--- src/rtl/dpram_lsu_pkg.sv ---
// Shared encodings for the dual-port SRAM load/store bridge.
package dpram_lsu_pkg;

    // Access size encodings on req_size
    localparam logic [1:0] SZ_B = 2'b00;
    localparam logic [1:0] SZ_H = 2'b01;
    localparam logic [1:0] SZ_W = 2'b10;
    localparam logic [1:0] SZ_X = 2'b11;

    // Bridge FSM states
    typedef logic [0:0] state_t;
    localparam state_t IDLE  = 1'b0;
    localparam state_t SPLIT = 1'b1;

    // Unshifted byte-lane mask for an access size
    function automatic logic [3:0] size_lanes(input logic [1:0] size);
        case (size)
            SZ_B:    return 4'b0001;
            SZ_H:    return 4'b0011;
            default: return 4'b1111;
        endcase
    endfunction

endpackage

--- src/rtl/lsu_lane_align.sv ---
// Byte-lane alignment: store mask/rotate and load shift/extend (combinational).
module lsu_lane_align
    import dpram_lsu_pkg::*;
(
    input  logic [1:0]  st_off,
    input  logic [1:0]  st_size,
    input  logic [31:0] st_wdata,
    output logic [7:0]  st_mask,
    output logic [31:0] st_din,
    input  logic [1:0]  ld_off,
    input  logic [1:0]  ld_size,
    input  logic        ld_unsigned,
    input  logic [31:0] ld_lo,
    input  logic [31:0] ld_hi,
    output logic [31:0] ld_data
);
    logic [31:0] st_rep;
    logic [63:0] st_rot;
    logic [63:0] ld_sh;
    logic        unused_bits;

    assign unused_bits = ^{st_rot[31:0], ld_sh[63:32]};

    // Replicate store data across the word, rotate it to the lane offset, build the 8-lane mask
    always_comb begin
        st_rep = st_wdata;
        case (st_size)
            SZ_B:    st_rep = {4{st_wdata[7:0]}};
            SZ_H:    st_rep = {2{st_wdata[15:0]}};
            default: st_rep = st_wdata;
        endcase
        st_rot  = {st_rep, st_rep} << {st_off, 3'b000};
        st_din  = st_rot[63:32];
        st_mask = {4'b0000, size_lanes(st_size)} << st_off;
    end

    // Shift the two-word window down to the offset and sign/zero-extend
    always_comb begin
        ld_sh = {ld_hi, ld_lo} >> {ld_off, 3'b000};
        case (ld_size)
            SZ_B:    ld_data = {{24{~ld_unsigned & ld_sh[7]}},  ld_sh[7:0]};
            SZ_H:    ld_data = {{16{~ld_unsigned & ld_sh[15]}}, ld_sh[15:0]};
            default: ld_data = ld_sh[31:0];
        endcase
    end

endmodule

--- src/rtl/dpram_lsu_bridge.sv ---
// Load/store to SRAM port bridge. Macro MISALIGN_SPLIT_EN enables splitting
// word-crossing accesses into two SRAM cycles; otherwise they return an error.
module dpram_lsu_bridge
    import dpram_lsu_pkg::*;
#(
    parameter  int RAM_DEPTH = 65536,
    localparam int AW        = $clog2(RAM_DEPTH)
) (
    input  logic          clk,
    input  logic          rst,
    input  logic          req_valid,
    output logic          req_ready,
    input  logic          req_we,
    input  logic [31:0]   req_addr,
    input  logic [1:0]    req_size,
    input  logic          req_unsigned,
    input  logic [31:0]   req_wdata,
    output logic          rsp_valid,
    output logic [31:0]   rsp_rdata,
    output logic          rsp_err,
    output logic          ram_en,
    output logic          ram_we,
    output logic [3:0]    ram_wem,
    output logic [AW-1:0] ram_addr,
    output logic [31:0]   ram_din,
    input  logic [31:0]   ram_dout
);
    logic [7:0]    st_mask;
    logic [31:0]   st_din;
    logic [31:0]   ld_data;
    logic [31:0]   ld_lo;
    logic [AW-1:0] req_word;
    logic          req_cross;
    logic          req_err;
    logic          accept;
    logic          unused_addr;

    // Stage 1 = SRAM port cycle, stage 2 = response cycle
    logic [1:0]    vld_pipe;
    logic          s1_we, s1_uns, s1_err;
    logic [1:0]    s1_off, s1_size;
    logic          s2_we, s2_uns, s2_err;
    logic [1:0]    s2_off, s2_size;
    logic          s1_hold;

`ifdef MISALIGN_SPLIT_EN
    state_t        state;
    logic          req_split;
    logic          s1_cross, s1_first;
    logic [3:0]    s1_mask_hi;
    logic          s2_cross;
    logic [31:0]   lo_data;
`endif

    assign unused_addr = ^req_addr[31:AW+2];
    assign req_word    = req_addr[AW+1:2];
    assign req_cross   = (req_size != SZ_X) && (st_mask[7:4] != 4'b0000);

`ifdef MISALIGN_SPLIT_EN
    assign req_err   = (req_size == SZ_X);
    assign req_split = req_cross && !req_err;
    assign req_ready = !rst && (state == IDLE);
    assign s1_hold   = s1_cross && s1_first;
    assign ld_lo     = s2_cross ? lo_data : ram_dout;
`else
    assign req_err   = (req_size == SZ_X) || req_cross;
    assign req_ready = !rst;
    assign s1_hold   = 1'b0;
    assign ld_lo     = ram_dout;
`endif

    assign accept    = req_valid && req_ready;
    assign rsp_valid = vld_pipe[1];
    assign rsp_err   = vld_pipe[1] && s2_err;
    assign rsp_rdata = (vld_pipe[1] && !s2_we && !s2_err) ? ld_data : 32'h0;

    lsu_lane_align u_align (
        .st_off      (req_addr[1:0]),
        .st_size     (req_size),
        .st_wdata    (req_wdata),
        .st_mask     (st_mask),
        .st_din      (st_din),
        .ld_off      (s2_off),
        .ld_size     (s2_size),
        .ld_unsigned (s2_uns),
        .ld_lo       (ld_lo),
        .ld_hi       (ram_dout),
        .ld_data     (ld_data)
    );

    // SRAM port registers: single/phase-1 on accept, phase-2 from SPLIT
    always_ff @(posedge clk) begin
        if (rst) begin
            ram_en   <= 1'b0;
            ram_we   <= 1'b0;
            ram_wem  <= 4'b0000;
            ram_addr <= '0;
            ram_din  <= 32'h0;
`ifdef MISALIGN_SPLIT_EN
        end else if (state == SPLIT) begin
            ram_en   <= 1'b1;
            ram_addr <= ram_addr + AW'(1);
            ram_wem  <= s1_we ? s1_mask_hi : 4'b0000;
`endif
        end else if (accept && !req_err) begin
            ram_en   <= 1'b1;
            ram_we   <= req_we;
            ram_wem  <= req_we ? st_mask[3:0] : 4'b0000;
            ram_addr <= req_word;
            ram_din  <= st_din;
        end else begin
            ram_en   <= 1'b0;
            ram_we   <= 1'b0;
            ram_wem  <= 4'b0000;
        end
    end

`ifdef MISALIGN_SPLIT_EN
    // FSM: SPLIT lasts exactly one cycle after an accepted crossing request
    always_ff @(posedge clk) begin
        if (rst)                       state <= IDLE;
        else if (state == SPLIT)       state <= IDLE;
        else if (accept && req_split)  state <= SPLIT;
    end

    // Split bookkeeping and phase-1 read data capture
    always_ff @(posedge clk) begin
        if (rst) begin
            s1_cross   <= 1'b0;
            s1_first   <= 1'b0;
            s1_mask_hi <= 4'b0000;
            s2_cross   <= 1'b0;
            lo_data    <= 32'h0;
        end else begin
            if (state == SPLIT) begin
                s1_first <= 1'b0;
            end else if (accept) begin
                s1_cross   <= req_split;
                s1_first   <= 1'b1;
                s1_mask_hi <= st_mask[7:4];
            end
            if (vld_pipe[0] && !s1_hold)
                s2_cross <= s1_cross;
            if (vld_pipe[0] && s1_cross && !s1_first)
                lo_data <= ram_dout;
        end
    end
`endif

    // Request metadata pipeline; stage 1 holds through phase 2 of a split
    always_ff @(posedge clk) begin
        if (rst) begin
            vld_pipe <= 2'b00;
            s1_we    <= 1'b0;
            s1_uns   <= 1'b0;
            s1_err   <= 1'b0;
            s1_off   <= 2'b00;
            s1_size  <= 2'b00;
            s2_we    <= 1'b0;
            s2_uns   <= 1'b0;
            s2_err   <= 1'b0;
            s2_off   <= 2'b00;
            s2_size  <= 2'b00;
        end else begin
            if (req_ready) begin
                vld_pipe[0] <= accept;
                if (accept) begin
                    s1_we   <= req_we;
                    s1_uns  <= req_unsigned;
                    s1_err  <= req_err;
                    s1_off  <= req_addr[1:0];
                    s1_size <= req_size;
                end
            end
            vld_pipe[1] <= vld_pipe[0] && !s1_hold;
            if (vld_pipe[0] && !s1_hold) begin
                s2_we   <= s1_we;
                s2_uns  <= s1_uns;
                s2_err  <= s1_err;
                s2_off  <= s1_off;
                s2_size <= s1_size;
            end
        end
    end

endmodule

--- config.mk ---
export PLATFORM = sky130hd
export DESIGN_NAME = dpram_lsu_bridge
export DESIGN_NICKNAME = d
export VERILOG_FILES = /design/src/rtl/dpram_lsu_pkg.sv /design/src/rtl/lsu_lane_align.sv /design/src/rtl/dpram_lsu_bridge.sv
export SDC_FILE = /design/constraint.sdc
export NUM_CORES = 1
export LEC_CHECK = 0
export ABC_AREA = 1
export BUFFER_PORTS_ARGS = -buffer_cell sky130_fd_sc_hd__buf_2
export CORE_MARGIN = 2
export CORE_UTILIZATION = 52
export DETAILED_ROUTE_END_ITERATION = 6
export GPL_ROUTABILITY_DRIVEN = 0
export PLACE_DENSITY_LB_ADDON = 0.08
export SLEW_MARGIN = 0
export SYNTH_ARGS = -nofsm -noshare
export SYNTH_HDL_FRONTEND = slang
export SYNTH_SLANG_ARGS = --single-unit
export TNS_END_PERCENT = 20
--- constraint.sdc ---
create_clock -name clk -period 3.8 [get_ports clk]
set_clock_uncertainty 0.15 [all_clocks]
set_input_delay 0.19 -clock clk [delete_from_list [all_inputs] [get_ports clk]]
set_output_delay 0.19 -clock clk [all_outputs]
set_load 0.005 [all_outputs]
==> results of run 1 <==
==> cell usage after synthesis <==
cell        n
a21oi_1    36
buf_1       6
buf_2      11
buf_4      10
buf_6       3
clkbuf_1   20
dfxtp_1    70
inv_1      19
inv_2       6
inv_4       1
nand2_1   217
nand2_2     1
nand2_4     2
nand3_1   144
nand3_2     3
nand3_4     1
nand4_1     4
nor2_1     82
nor2_2     11
nor2_4      1
nor3_1      3
o211ai_1    2
o21ai_0    68
o21ai_1     9
or2_2       9
==> per-stage QoR <==
stage / cell area, µm² / util, % / total power, mW / hold WS, ns / setup WS (ns)
2_1_floorplan: 4440 / - / 1.11 / 0.112 / 2.29
3_3_place_gp: 5230 / 63.4 / 1.25 / 0.239 / 1.35
3_5_place_dp: 5230 / 63.4 / 1.26 / 0.237 / 1.30
4_1_cts: 5650 / 68.4 / 1.97 / 0.0244 / 0.956
5_1_grt: 5650 / 68.4 / 2.07 / 0.0434 / 0.736
6_report: 5650 / 68.4 / 1.96 / 0.0335 / 0.930
==> power groups by stage <==
stage / Combinational, mW / Clock (mW) / Sequential [mW]
6_report: 0.459 / 0.692 / 0.806
4_1_cts: 0.455 / 0.705 / 0.806
5_1_grt: 0.520 / 0.739 / 0.813
3_3_place_gp: 0.424 / 0 / 0.822
2_1_floorplan: 0.288 / 0 / 0.825
3_5_place_dp: 0.438 / 0 / 0.823
==> repair_timing <==
action | 4_1_cts | 5_1_grt
buffers inserted | 0 | 0
hold buffers | 19 | 0
hold endpoints to repair | 20 | 0
==> sequential cells by signal (all words and copies together), names as in the netlist <==
signal    count
s2_size       2
ram_addr     16
vld_pipe      2
ram_din      32
s1_uns        1
s1_off        2
s2_off        2
s2_err        1
ram_en        1
s1_we         1
s1_size       2
s2_we         1
ram_we        1
s1_err        1
ram_wem       4
s2_uns        1
==> metal layers <==
layer | GRT usage, % | vias up | part of all wire, %
met1 | 34.5 | 2497 | 41
met4 | 15.1 | 0 | 4.2
li1 | - | 2767 | -
met2 | 50.0 | 219 | 48
met5 | 0 | - | 0
met3 | 5.51 | 46 | 6.4
==> logic make-up (layout without fill, tap and decap cells) <==
| kind of cell | after synthesis | count (layout) | synth area share (%) |
|---|---|---|---|
| DFF | 70 | 70 | 31.6 |
| buffers and inverters | 76 | 243 | 8.15 |
| and+or+nand+nor | 478 | 478 | 47.2 |
| AOI/OAI and AO/OA | 115 | 115 | 13.1 |
==> cell usage in the layout, fill, tap and decap left out <==
cell type	n
a21oi_1	36
buf_2	177
buf_4	5
bufinv_16	2
clkbuf_8	9
clkinv_4	1
clkinvlp_4	1
dfxtp_1	70
dlygate4sd3_1	19
inv_1	19
inv_2	6
inv_4	1
inv_6	2
inv_8	1
nand2_1	217
nand2_2	1
nand2_4	2
nand3_1	144
nand3_2	3
nand3_4	1
nand4_1	4
nor2_1	82
nor2_2	11
nor2_4	1
nor3_1	3
o211ai_1	2
o21ai_0	68
o21ai_1	9
or2_2	9
==> cell type report <==
cell class              instances  area (µm²)
multi-input cells             593        2680
fillers                       780        2610
flip-flops and latches         70        1400
repair buffers                201        1110
well taps                     105         131
clock buffers                   9         124
clock inverters                 7         105
inverters                      26         100
==> worst max path at each step <==
stage / from / end / slack [ns]
2_1_floorplan: s2_size[1] / rsp_rdata[21] / 2.29
3_3_place_gp: req_addr[0] / ram_wem[0] / 1.35
3_5_place_dp: req_addr[1] / ram_wem[0] / 1.30
4_1_cts: s2_off[1] / rsp_rdata[31] / 0.96
5_1_grt: s2_off[1] / rsp_rdata[20] / 0.74
6_report: s2_off[1] / rsp_rdata[31] / 0.93
==> reports/qor.csv, run 1 <==
metric,value,unit
peak supply drop,0.236,mV
WL per Instance,13.7,µm
Starting Density,53.8,%
area delta synth->final,27.3,%
Remaining DRCs,0,
final hold vios,0,
final WL,13800,µm
actual slew at the worst max-slew pin,0.890,ns
Core ar.,8260,µm²
Hold Path Origin,req_valid,
critical path arrival,2.53,ns
combinational share of power,23.4,%
Final Cycle Share,75.5,%
sequential share of power,41.2,%
switch share,31.5,%
"Largest stage delay, worst path",0.69,ns
worst hold-check path type,input pin to flip-flop,
YS warnings,0,
Cell variety after synth,25,
leak pwr,3.06,nW
layout cells sized above 1,25.7,%
Yosys top cell by area,dfxtp_1,
GRT Overall Usage,29.1,%
Core Rows,33,
first-pass GRT wire length,21400,µm
CP Max Fanout,35,
clk sink count,70,
worst skew pair latency,0.35,ns
Worst R2R End,s2_off[1],
detailed placement HPWL,9590,µm
CP endpoint kind,output pin,
max cap viols,0,
total CTS buffers,9,
clock-pin slew on the worst setup and hold paths,0.07,ns
Setup TNS,0,ns
H-tree depth,3,
syn_nets,842,
Max Slew Vio Count,0,
syn_area_per_cell,6.01,µm²
Ports,192,
die height,96.4,µm
CP dominant cell by count,nand3_2,
CTS tree,built,
Hold Crit Depth,2,
crit path launch type,flip-flop,
nets,1004,
clk root buf,clkbuf_8,
Setup-failing EPs final,0,
crit-path leading delay family,buffers and inverters,
register area share after synthesis,31.6,%
IO Port Bufs,177,
most area-consuming cells after synthesis,"dfxtp_1 32%, nand2_1 18%, nand3_1 16%",
post-CTS resize count,0,
first-pass iteration count of the detailed router,5,
die width,96.4,µm
WHS Endpoint,s1_size[0],
Pint,1.34,mW
FF-to-FF setup slack,2.14,ns
CTS max path bufs,2,
Via Count,5529,
die area,9290,µm²
CP Cell Sequence,buf_4 > inv_1 > nand3_2 > nand3_4 > nand3_2 > nand2_4 > nor2_1 > buf_2,
placed instance count,976,
Rel. slew slack,40.6,%
fin crit period,2.87,ns
P per Cell Area,346,nW/µm²
Via density,5.47,
initial antenna violation count,0,
Final Non-Filler Cells,1011,
worst path required time,3.46,ns
grt total ovfl,0,
Worst R2R Start,s2_off[1],
slowest CP cell,inv_1,
Clock Power Share,35.4,%
largest net degree at the start of global routing,64,
Worst Path Buf+Inv,3,
Inserted Diodes,0,
Crit path depth,8,
critical path class,flip-flop to output pin,
FF-to-FF path depth,3,
sw power,0.616,mW
Fmax,348,MHz
Mapped Area,4440,µm²
Mapped Cells,739,
unrepaired setup endpoints after global routing,false,
violation count after the first detailed-route iteration,357,
Yosys top cell area share,31.6,%
Yosys reg bits,70,
status,finished clean,
number of global-route vias before repair,4890,
final antenna-violating net count,0,
(Power assumes the default switching activity.)
==> run 2: changes to the inputs <==
CORE_UTILIZATION = 48   (was 52)
clock period = 2.77 ns   (was 3.8 ns; I/O delays follow)
==> run 2 against run 1 <==
Non-clock buffer count increased by 8. Clock power increased by 33%. Via count decreased by 0.78%. Utilization decreased by 5.6 points. Largest power group unchanged.
==> reports/qor.csv, run 2 (synthesis results as in run 1) <==
metric,value,unit
Setup crit start,s2_off[0],
Final Cycle Share,83.5,%
Top Registers,"ram_din: 32 flops, ram_addr: 16 flops, ram_wem: 4 flops",
hold_ws,0.0247,ns
power consumption,2.66,mW
actual slew at the worst max-slew pin,0.666,ns
Core ar.,9110,µm²
largest net degree at the start of global routing,64,
Worst R2R Start,s1_off[1],
fin crit period,2.31,ns
post-CTS setup buffer count,0,
Ports,192,
Starting Density,48.7,%
worst path required time,2.48,ns
leak pwr,3.09,nW
detailed placement HPWL,9410,µm
worst hold-check path type,input pin to flip-flop,
initial antenna violation count,2,
die width,100,µm
CTS tree,built,
Fmax,432,MHz
Core Rows,35,
Setup TNS,0,ns
clk sink count,70,
nets,1012,
final antenna-violating net count,0,
total CTS buffers,9,
CP Max Fanout,32,
first-pass iteration count of the detailed router,5,
die height,100,µm
critical path arrival,2.02,ns
crit path launch type,flip-flop,
CTS max path bufs,2,
max cap viols,0,
H-tree depth,3,
clock-pin slew on the worst setup and hold paths,0.08,ns
WL per Instance,13.3,µm
P per Cell Area,465,nW/µm²
FF-to-FF path depth,3,
first-pass GRT wire length,22200,µm
die area,10000,µm²
violation count after the first detailed-route iteration,333,
area delta synth->final,28.9,%
critical path class,flip-flop to output pin,
grt total ovfl,0,
FF-to-FF setup slack,1.45,ns
worst skew pair latency,0.35,ns
Max Slew Vio Count,0,
Via Count,5486,
Setup-failing EPs final,0,
CP endpoint kind,output pin,
GRT Overall Usage,27.0,%
max reg flops,32,
clk root buf,clkbuf_8,
crit path capture,rsp_rdata[19],
unrepaired setup endpoints after global routing,false,
Top reg by flops,ram_din,
number of global-route vias before repair,5019,
IO Port Bufs,177,
"most common cell after layout, fill and taps aside",nand2_1,
peak supply drop,0.269,mV
Worst R2R End,s1_off[1],
final hold vios,0,
Rel. slew slack,55.6,%
layout cells sized above 1,25.9,%
Remaining DRCs,0,
Via density,5.34,
final WL,13700,µm
status,finished clean,
"commonest non-fill, non-tap cells in the layout","217 x nand2_1, 177 x buf_2, 144 x nand3_1",
[run 2: cell count changes in the layout (fill, tap and decap cells not counted)]
cell           before  now
clkinv_4            1    2
dlygate4sd3_1      19   22
clkbuf_1            0    1
buf_4               5   10
inv_8               1    0
diode_2             0    2
inv_6               2    1
[run 2: layout make-up]
type / instances / area, µm²
fillers: 895 / 3380
multi-input cells: 593 / 2680
flip-flops and latches: 70 / 1400
repair buffers: 209 / 1180
well taps: 111 / 139
clock buffers: 10 / 128
inverters: 26 / 100
clock inverters: 6 / 93.8
diodes: 2 / 5.00
[run 2: worst min-delay path by stage]
| stage | cells past startpoint | start | slack (ns) | endpoint |
|---|---|---|---|---|
| 2_1_floorplan | 1 | rst | 0.06 | vld_pipe[1] |
| 3_3_place_gp | 2 | rst | 0.19 | vld_pipe[1] |
| 3_5_place_dp | 2 | rst | 0.20 | vld_pipe[1] |
| 4_1_cts | 3 | req_size[0] | 0.007 | s1_size[0] |
| 5_1_grt | 3 | req_size[0] | 0.02 | s1_size[0] |
| 6_report | 3 | req_size[0] | 0.02 | s1_size[0] |
[run 2: where the power goes]
part / switching [mW] / leakage (nW) / internal, mW / total (mW)
combinational: 0.384 / 2.41 / 0.255 / 0.639
clock: 0.409 / 0.107 / 0.513 / 0.922
sequential: 0.0317 / 0.575 / 1.07 / 1.10
[run 2: routing by layer]
layer	up-vias	global-route usage [%]	part of all wire, %
li1	2786	-	-
met1	2442	33.8	43
met2	219	45.4	46
met3	39	5.85	7.7
met4	0	10.5	2.8
met5	-	0	0
[run 2: what timing repair did]
action / 4_1_cts / 5_1_grt
resized for setup: 0 / 0
hold buffers: 22 / 0
hold endpoints to repair: 25 / 0
[run 2: worst max-delay path: stages, from the launching register on]
cell and delay, ns:
dfxtp_1 0.32, inv_2 0.34, nand2_1 0.16, nand3_2 0.13, nand3_4 0.14, nand3_2 0.13, nand2_4 0.16, nor2_1 0.15
buf_2 0.13
[run 2: per-stage QoR]
step / worst slack [ns] / utilization, % / area, µm² / cells
final: 0.457 / 62.8 / 5720 / 1027
after detailed placement: 0.620 / 57.9 / 5280 / 987
after global placement: 0.743 / 57.9 / 5280 / 987
after floorplan: 1.31 / - / 4440 / 739
after global routing: 0.317 / 62.8 / 5720 / 1027
after CTS: 0.441 / 62.8 / 5720 / 1025
